===== src/rtl/rst_seq_pkg.sv =====
// rtl/rst_seq_pkg.sv - shared types and helpers for the reset sequencer
// Purpose: state encoding for rst_sequencer plus a constant helper used to
//          size its counter.
// Ports:   none (package).
package rst_seq_pkg;

  typedef enum logic [1:0] {
    ST_ASSERT    = 2'd0,
    ST_WAIT_LOCK = 2'd1,
    ST_RELEASE   = 2'd2,
    ST_DONE      = 2'd3
  } state_e;

  function automatic int max_int(input int a, input int b);
    return (a > b) ? a : b;
  endfunction

endpackage


===== src/rtl/rst_sequencer_if.sv =====
// rtl/rst_sequencer_if.sv - lock/soft-reset inputs and sequenced reset outputs
// Purpose: bundles the sequencer's functional signals.
// Ports:   lock_i (PLL lock, async), soft_rst_i (sync pulse),
//          rst_n_o (active-low domain resets), done_o, busy_o.
//          master = sequencer side, slave = surrounding clk/rst logic.
interface rst_sequencer_if #(
  parameter int NUM_DOMAINS = 4
);
  logic                   lock_i;
  logic                   soft_rst_i;
  logic [NUM_DOMAINS-1:0] rst_n_o;
  logic                   done_o;
  logic                   busy_o;

  modport master (
    input  lock_i,
    input  soft_rst_i,
    output rst_n_o,
    output done_o,
    output busy_o
  );

  modport slave (
    output lock_i,
    output soft_rst_i,
    input  rst_n_o,
    input  done_o,
    input  busy_o
  );
endinterface


===== src/rtl/bit_sync.sv =====
// rtl/bit_sync.sv - two-flop synchronizer with async active-low reset
// Purpose: brings an asynchronous level into the clk domain (2-cycle latency).
// Ports:   clk, rst_n (async active-low), d_i (async input), q_o (synchronized).
module bit_sync #(
  parameter int               WIDTH     = 1,
  parameter logic [WIDTH-1:0] RESET_VAL = '0
) (
  input  logic             clk,
  input  logic             rst_n,
  input  logic [WIDTH-1:0] d_i,
  output logic [WIDTH-1:0] q_o
);
  logic [WIDTH-1:0] meta_d, meta_q;
  logic [WIDTH-1:0] sync_d, sync_q;

  always_comb begin
    meta_d = d_i;
    sync_d = meta_q;
  end

  always_ff @(posedge clk or negedge rst_n) begin
    if (!rst_n) begin
      meta_q <= RESET_VAL;
      sync_q <= RESET_VAL;
    end else begin
      meta_q <= meta_d;
      sync_q <= sync_d;
    end
  end

  assign q_o = sync_q;
endmodule


===== src/rtl/rst_sequencer.sv =====
// rtl/rst_sequencer.sv - power-on / soft-reset sequencer for downstream domains
// Purpose: holds all domain resets asserted, waits for PLL lock, then releases
//          domains 0..NUM_DOMAINS-1 one at a time, GAP_CYCLES apart. Lock loss
//          or a soft reset request throws every domain back into reset.
// Ports:   clk, rst_n (async active-low), sif (master modport): lock_i,
//          soft_rst_i in; rst_n_o, done_o, busy_o out (all registered).
module rst_sequencer
  import rst_seq_pkg::*;
#(
  parameter int NUM_DOMAINS = 4,
  parameter int HOLD_CYCLES = 8,
  parameter int GAP_CYCLES  = 16
) (
  input  logic            clk,
  input  logic            rst_n,
  rst_sequencer_if.master sif
);
  localparam int CNT_W = $clog2(max_int(HOLD_CYCLES, GAP_CYCLES) + 1);
  localparam int IDX_W = (NUM_DOMAINS > 1) ? $clog2(NUM_DOMAINS) : 1;

  localparam logic [CNT_W-1:0] HOLD_LAST = CNT_W'(HOLD_CYCLES - 1);
  localparam logic [CNT_W-1:0] GAP_LAST  = CNT_W'(GAP_CYCLES - 1);
  localparam logic [IDX_W-1:0] IDX_LAST  = IDX_W'(NUM_DOMAINS - 1);

  logic lock_s;

  state_e                 state_d, state_q;
  logic [CNT_W-1:0]       cnt_d, cnt_q;
  logic [IDX_W-1:0]       idx_d, idx_q;
  logic [NUM_DOMAINS-1:0] rst_n_d, rst_n_q;
  logic                   done_d, done_q;
  logic                   busy_d, busy_q;

  bit_sync #(
    .WIDTH     (1),
    .RESET_VAL (1'b0)
  ) u_lock_sync (
    .clk   (clk),
    .rst_n (rst_n),
    .d_i   (sif.lock_i),
    .q_o   (lock_s)
  );

  always_comb begin
    state_d = state_q;
    cnt_d   = cnt_q;
    idx_d   = idx_q;
    rst_n_d = rst_n_q;

    case (state_q)
      ST_ASSERT: begin
        rst_n_d = '0;
        // A soft request here restarts the hold window rather than extending it.
        if (sif.soft_rst_i) begin
          cnt_d = '0;
        end else if (cnt_q == HOLD_LAST) begin
          state_d = ST_WAIT_LOCK;
          cnt_d   = '0;
        end else begin
          cnt_d = cnt_q + CNT_W'(1);
        end
      end

      ST_WAIT_LOCK: begin
        rst_n_d = '0;
        if (lock_s) begin
          state_d = ST_RELEASE;
          cnt_d   = '0;
          idx_d   = '0;
        end
      end

      ST_RELEASE: begin
        // Lock loss and soft request share one re-assert path, so both at
        // once still yields a single hold window.
        if (sif.soft_rst_i || !lock_s) begin
          state_d = ST_ASSERT;
          cnt_d   = '0;
          idx_d   = '0;
          rst_n_d = '0;
        end else if (cnt_q == GAP_LAST) begin
          rst_n_d[idx_q] = 1'b1;
          cnt_d          = '0;
          if (idx_q == IDX_LAST) begin
            state_d = ST_DONE;
          end else begin
            idx_d = idx_q + IDX_W'(1);
          end
        end else begin
          cnt_d = cnt_q + CNT_W'(1);
        end
      end

      ST_DONE: begin
        rst_n_d = '1;
        if (sif.soft_rst_i || !lock_s) begin
          state_d = ST_ASSERT;
          cnt_d   = '0;
          idx_d   = '0;
          rst_n_d = '0;
        end
      end

      default: begin
        state_d = ST_ASSERT;
        cnt_d   = '0;
        idx_d   = '0;
        rst_n_d = '0;
      end
    endcase

    // Status flags follow the next state so they change on the same edge as
    // the final release / re-assert.
    done_d = (state_d == ST_DONE);
    busy_d = (state_d != ST_DONE);
  end

  always_ff @(posedge clk or negedge rst_n) begin
    if (!rst_n) begin
      state_q <= ST_ASSERT;
      cnt_q   <= '0;
      idx_q   <= '0;
      rst_n_q <= '0;
      done_q  <= 1'b0;
      busy_q  <= 1'b1;
    end else begin
      state_q <= state_d;
      cnt_q   <= cnt_d;
      idx_q   <= idx_d;
      rst_n_q <= rst_n_d;
      done_q  <= done_d;
      busy_q  <= busy_d;
    end
  end

  assign sif.rst_n_o = rst_n_q;
  assign sif.done_o  = done_q;
  assign sif.busy_o  = busy_q;
endmodule


===== src/flat_wrapper.sv =====
// flat-port wrapper written by rule: the top's interface ports become plain ports
module rst_sequencer_flat import rst_seq_pkg::*;
#(
  parameter int NUM_DOMAINS = 4,
  parameter int HOLD_CYCLES = 8,
  parameter int GAP_CYCLES  = 16
)
  (clk, rst_n, sif_lock_i, sif_soft_rst_i, sif_rst_n_o, sif_done_o, sif_busy_o);
  rst_sequencer_if #(.NUM_DOMAINS(NUM_DOMAINS)) sif_i ();
  input  logic clk;
  input  logic rst_n;
  input wire logic [$bits(sif_i.lock_i)-1:0] sif_lock_i;
  input wire logic [$bits(sif_i.soft_rst_i)-1:0] sif_soft_rst_i;
  output wire logic [$bits(sif_i.rst_n_o)-1:0] sif_rst_n_o;
  output wire logic [$bits(sif_i.done_o)-1:0] sif_done_o;
  output wire logic [$bits(sif_i.busy_o)-1:0] sif_busy_o;
  assign sif_i.lock_i = sif_lock_i;
  assign sif_i.soft_rst_i = sif_soft_rst_i;
  assign sif_rst_n_o = sif_i.rst_n_o;
  assign sif_done_o = sif_i.done_o;
  assign sif_busy_o = sif_i.busy_o;
  rst_sequencer #(.NUM_DOMAINS(NUM_DOMAINS), .HOLD_CYCLES(HOLD_CYCLES), .GAP_CYCLES(GAP_CYCLES)) u_core (.clk(clk), .rst_n(rst_n), .sif(sif_i));
endmodule

===== config.mk =====
export PLATFORM = sky130hd
export DESIGN_NAME = rst_sequencer_flat
export DESIGN_NICKNAME = d
export VERILOG_FILES = /design/src/rtl/rst_seq_pkg.sv /design/src/rtl/rst_sequencer_if.sv /design/src/rtl/bit_sync.sv /design/src/rtl/rst_sequencer.sv /design/src/flat_wrapper.sv
export SDC_FILE = /design/constraint.sdc
export NUM_CORES = 1
export LEC_CHECK = 0
export CAP_MARGIN = 20
export CORE_ASPECT_RATIO = 1.1
export CORE_UTILIZATION = 35
export DETAILED_ROUTE_END_ITERATION = 10
export HOLD_SLACK_MARGIN = 0.06
export PLACE_DENSITY = 0.63
export SLEW_MARGIN = 20
export SYNTH_ARGS = -nofsm -noshare
export SYNTH_HDL_FRONTEND = slang
export SYNTH_SLANG_ARGS = --single-unit

===== constraint.sdc =====
create_clock -name clk -period 4.6 [get_ports clk]
set_clock_uncertainty 0.15 [all_clocks]
set_input_delay 0.46 -clock clk [delete_from_list [all_inputs] [get_ports clk]]
set_output_delay 0.46 -clock clk [all_outputs]
set_load 0.02 [all_outputs]

==> impl_results.md <==
* Combinational fraction of design power at 14.5%
* Initial Util at 38.5%
* H-tree levels at 1
* Post-synthesis cell count at 83
* Crit Path Class: reg -> reg
* Switching Share at 28.5%
* Avg Inst Size Synth at 10.7 sq um
* Dpl cells at 119
* Clock power frac at 25.5%
* Clock sink total at 17
* Leakage at 0.458 nW
* CTS Hold Bufs at 0
* Crit share post-route at 46.8%
* Share of power burned in registers at 59.9%
* Post-DP HPWL at 1150 um
* CP peak stage delay at 0.43 ns
* Filler cell count in the final layout at 224
* Pwr Density at 303 nW/um^2
* Worst R2R Start: u_core.cnt_q[0]
* Mapped Area at 892 sq um
* Ports at 10
* Share of async-settable or async-resettable flops after synthesis at 100%
* Worst Tran Pin Value at 0.739 ns
* Seq/Total Area, Yosys at 47.8%
* Vias at 630
* Largest net degree at the start of global routing at 18
* Initial antenna violation count at 0
* Pre-antenna DRT Iters at 4
* Post-Route WL at 1530 um
* Post-synth EDFFs at 0
* Hold violation total from the final report at 0
* Die W at 50.1 um
* Synth Net Count at 94
* Slowest stage cell, crit path: dfrtp_1
* CTS buffer count at 3
* Clock latency on the worst-skew pair at 0.29 ns
* Fin crit period at 2.15 ns
* Via density per instance at 5.12
* Clock-pin transition on the worst setup and hold timing paths at 0.10 ns
* Setup WS pre-CTS at 2.44 ns
* Max cap viols at 0
* Clk root buf: clkbuf_4
* CTS tree: yes
* Layout cell share with drive strength beyond 1 at 9.68%
* Die Height at 55.0 um
* DIE AREA at 2750 sq um
* Final #Nets at 105
* Slew Viols, Final at 0
* Fin cells at 123
* CP arrival at 2.22 ns
* GPL Wtd Cong at 0.734
* Hold Path Sink: u_core.u_lock_sync.q_o
* Hold Crit Start: u_core.u_lock_sync.meta_q
* Most used DFF post-synth: dfrtp_1
* Outcome: finished, final reports clean
* Grt total ovfl at 0
* Starting DRT DRC Count at 9
* Cell Rows at 18
* Post-route ant nets at 0
* Synth unique cells at 32
* Setup TNS at 0 ns
* DRC viols at 0
* Setup crit start kind: register
* DR WL/cell at 12.4 um
* Cell-by-cell trace of the critical path: ha_1 -> and3_1 -> ha_1 -> nand2b_1 -> a2111oi_0 -> o21ai_0 -> o21ai_0
* Tot GR Track Use at 14.1%
* IO Port Bufs at 9
* Int Pwr at 222 uW
* Area of the core at 2320 sq um
* Fmax at 464 MHz
* Final number of setup-violating endpoints at 0
* Global-route wire length before repair at 2750 um
* Worst EP required at 4.67 ns
* CTS max path bufs at 2
* RSZ-0062 raised after global routing: no
* Worst IR drop on VDD at 203 uV
* Hold Path Class: reg -> reg
* Yosys warns at 0
* Number of global-route vias before repair at 605
* Critical Path End Type: register
* Area Overhead vs Synth at 15.1%
* Max-slew headroom at 50.6%
* Reg-to-reg endpoint: u_core.cnt_q[2]
* Reg2reg path depth at 7
* P_sw at 88.7 uW
* CP max FO at 7
* Hold Path Stages at 0
* Final setup margin at 2.45 ns
* R2R setup slack at 2.45 ns
* Final hold slack at 0.210 ns
* Synth Register Bits at 17
* Post-CTS setup buffer count at 0
* Post-CTS Resized at 0
* Diodes inserted at 0
-- synth_stat cells, types with 2 or more instances --
master	instances	area (sq um)
a211oi_1	4	30.0
a21oi_1	5	25.0
dfrtp_1	16	400
ha_1	7	87.6
inv_1	6	22.5
nand2_1	8	30.0
nand2b_1	2	12.5
nand3_1	2	10.0
nor2_1	6	22.5
nor3_1	2	10.0
nor3b_1	2	15.0
o21ai_0	3	15.0
-- worst max-delay path, delay by kind of cell, from the launching register on --
family,cells,cell delay (ns)
compound gates,3,0.55
fa+ha+maj,2,0.54
flops,1,0.43
simple gates,2,0.42
-- worst max path at each step --
stage | start | end | slack [ns]
after floorplan | u_core.cnt_q[0] | u_core.cnt_q[2] | 2.62
after global placement | u_core.cnt_q[0] | u_core.cnt_q[2] | 2.45
after detailed placement | u_core.cnt_q[0] | u_core.cnt_q[2] | 2.44
after CTS | u_core.cnt_q[0] | u_core.cnt_q[2] | 2.42
after global routing | u_core.cnt_q[0] | u_core.idx_q[0] | 2.27
final | u_core.cnt_q[0] | u_core.cnt_q[2] | 2.45
-- kinds of logic after synthesis --
kind of cell,Yosys count,share of synthesized area [%]
and+or+nand+nor,28,18.4
AOI/OAI and AO/OA,21,18.1
DFF,17,47.8
buffers and inverters,9,4.77
adders and majority gates,7,9.82
muxes,1,1.12
-- state kept, by name, indices dropped and copies added (netlist names) --
signal / count
u_core.sif.rst_n_o: 4
u_core.u_lock_sync.q_o: 1
u_core.u_lock_sync.meta_q: 1
u_core.sif.done_o: 1
u_core.cnt_q: 5
u_core.idx_q: 2
u_core.sif.busy_o: 1
u_core.state_q: 2
-- power by group through the flow --
stage               logic [mW]  clock network [mW]  registers (mW)
CTS                     0.0461              0.0820           0.186
global route            0.0513              0.0929           0.191
global placement        0.0448                   0           0.188
floorplan               0.0373                   0           0.182
detailed placement      0.0459                   0           0.189
finish                  0.0451              0.0794           0.186
-- area by class of cell --
class                           count  area [sq um]  share of cell area (%)
Clock buffer                        3          22.5                    2.19
Inverter                            6          22.5                    2.19
Timing Repair Buffer                9          90.1                    8.77
Tap cell                           30          37.5                    3.65
Sequential cell                    17           427                    41.5
Multi-Input combinational cell     57           423                    41.2
Clock inverter                      1          5.00                   0.487
-- through the flow --
step                      power [mW]  util (%)  cell area [sq um]
final                          0.311      44.3               1030
after global routing           0.335      44.3               1030
after CTS                      0.314      44.3               1030
after detailed placement       0.235      43.1               1000
after global placement         0.233      43.1               1000
after floorplan                0.219         -                892
-- per-layer routing --
| metal | share of wire (%) | wire [um] | track usage [%] |
|---|---|---|---|
| met5 | 0 | 0 | 0 |
| met4 | 3.0 | 46 | 11.4 |
| met3 | 2.4 | 36 | 2.73 |
| met2 | 46 | 707 | 21.6 |
| met1 | 48 | 737 | 17.6 |
-- cells in the final DEF (no fill, tap or decap), drive strengths merged --
| cell | netlist | routed |
|---|---|---|
| nand2b | 2 | 2 |
| clkbuf | 1 | 3 |
| nand2 | 8 | 8 |
| nand3 | 2 | 2 |
| a21boi | 1 | 1 |
| o211a | 1 | 1 |
| o32ai | 1 | 1 |
| a2111oi | 1 | 1 |
| and4bb | 1 | 1 |
| o41ai | 1 | 1 |
| mux2i | 1 | 1 |
| nor3 | 2 | 2 |
| a21oi | 5 | 5 |
| inv | 6 | 6 |
| ha | 7 | 7 |
| nor2 | 6 | 6 |
| and3 | 1 | 1 |
| dfstp | 1 | 1 |
| or3 | 1 | 1 |
| dfrtp | 16 | 16 |
| or2 | 1 | 1 |
| nor3b | 2 | 2 |
| a211oi | 4 | 4 |
| clkinv | 0 | 1 |
| a22o | 1 | 1 |
| o21ai | 4 | 4 |
| nand3b | 2 | 2 |
| a31oi | 1 | 1 |
| a41oi | 1 | 1 |
| clkdlybuf4s50 | 0 | 9 |
(Power assumes the default switching activity.)
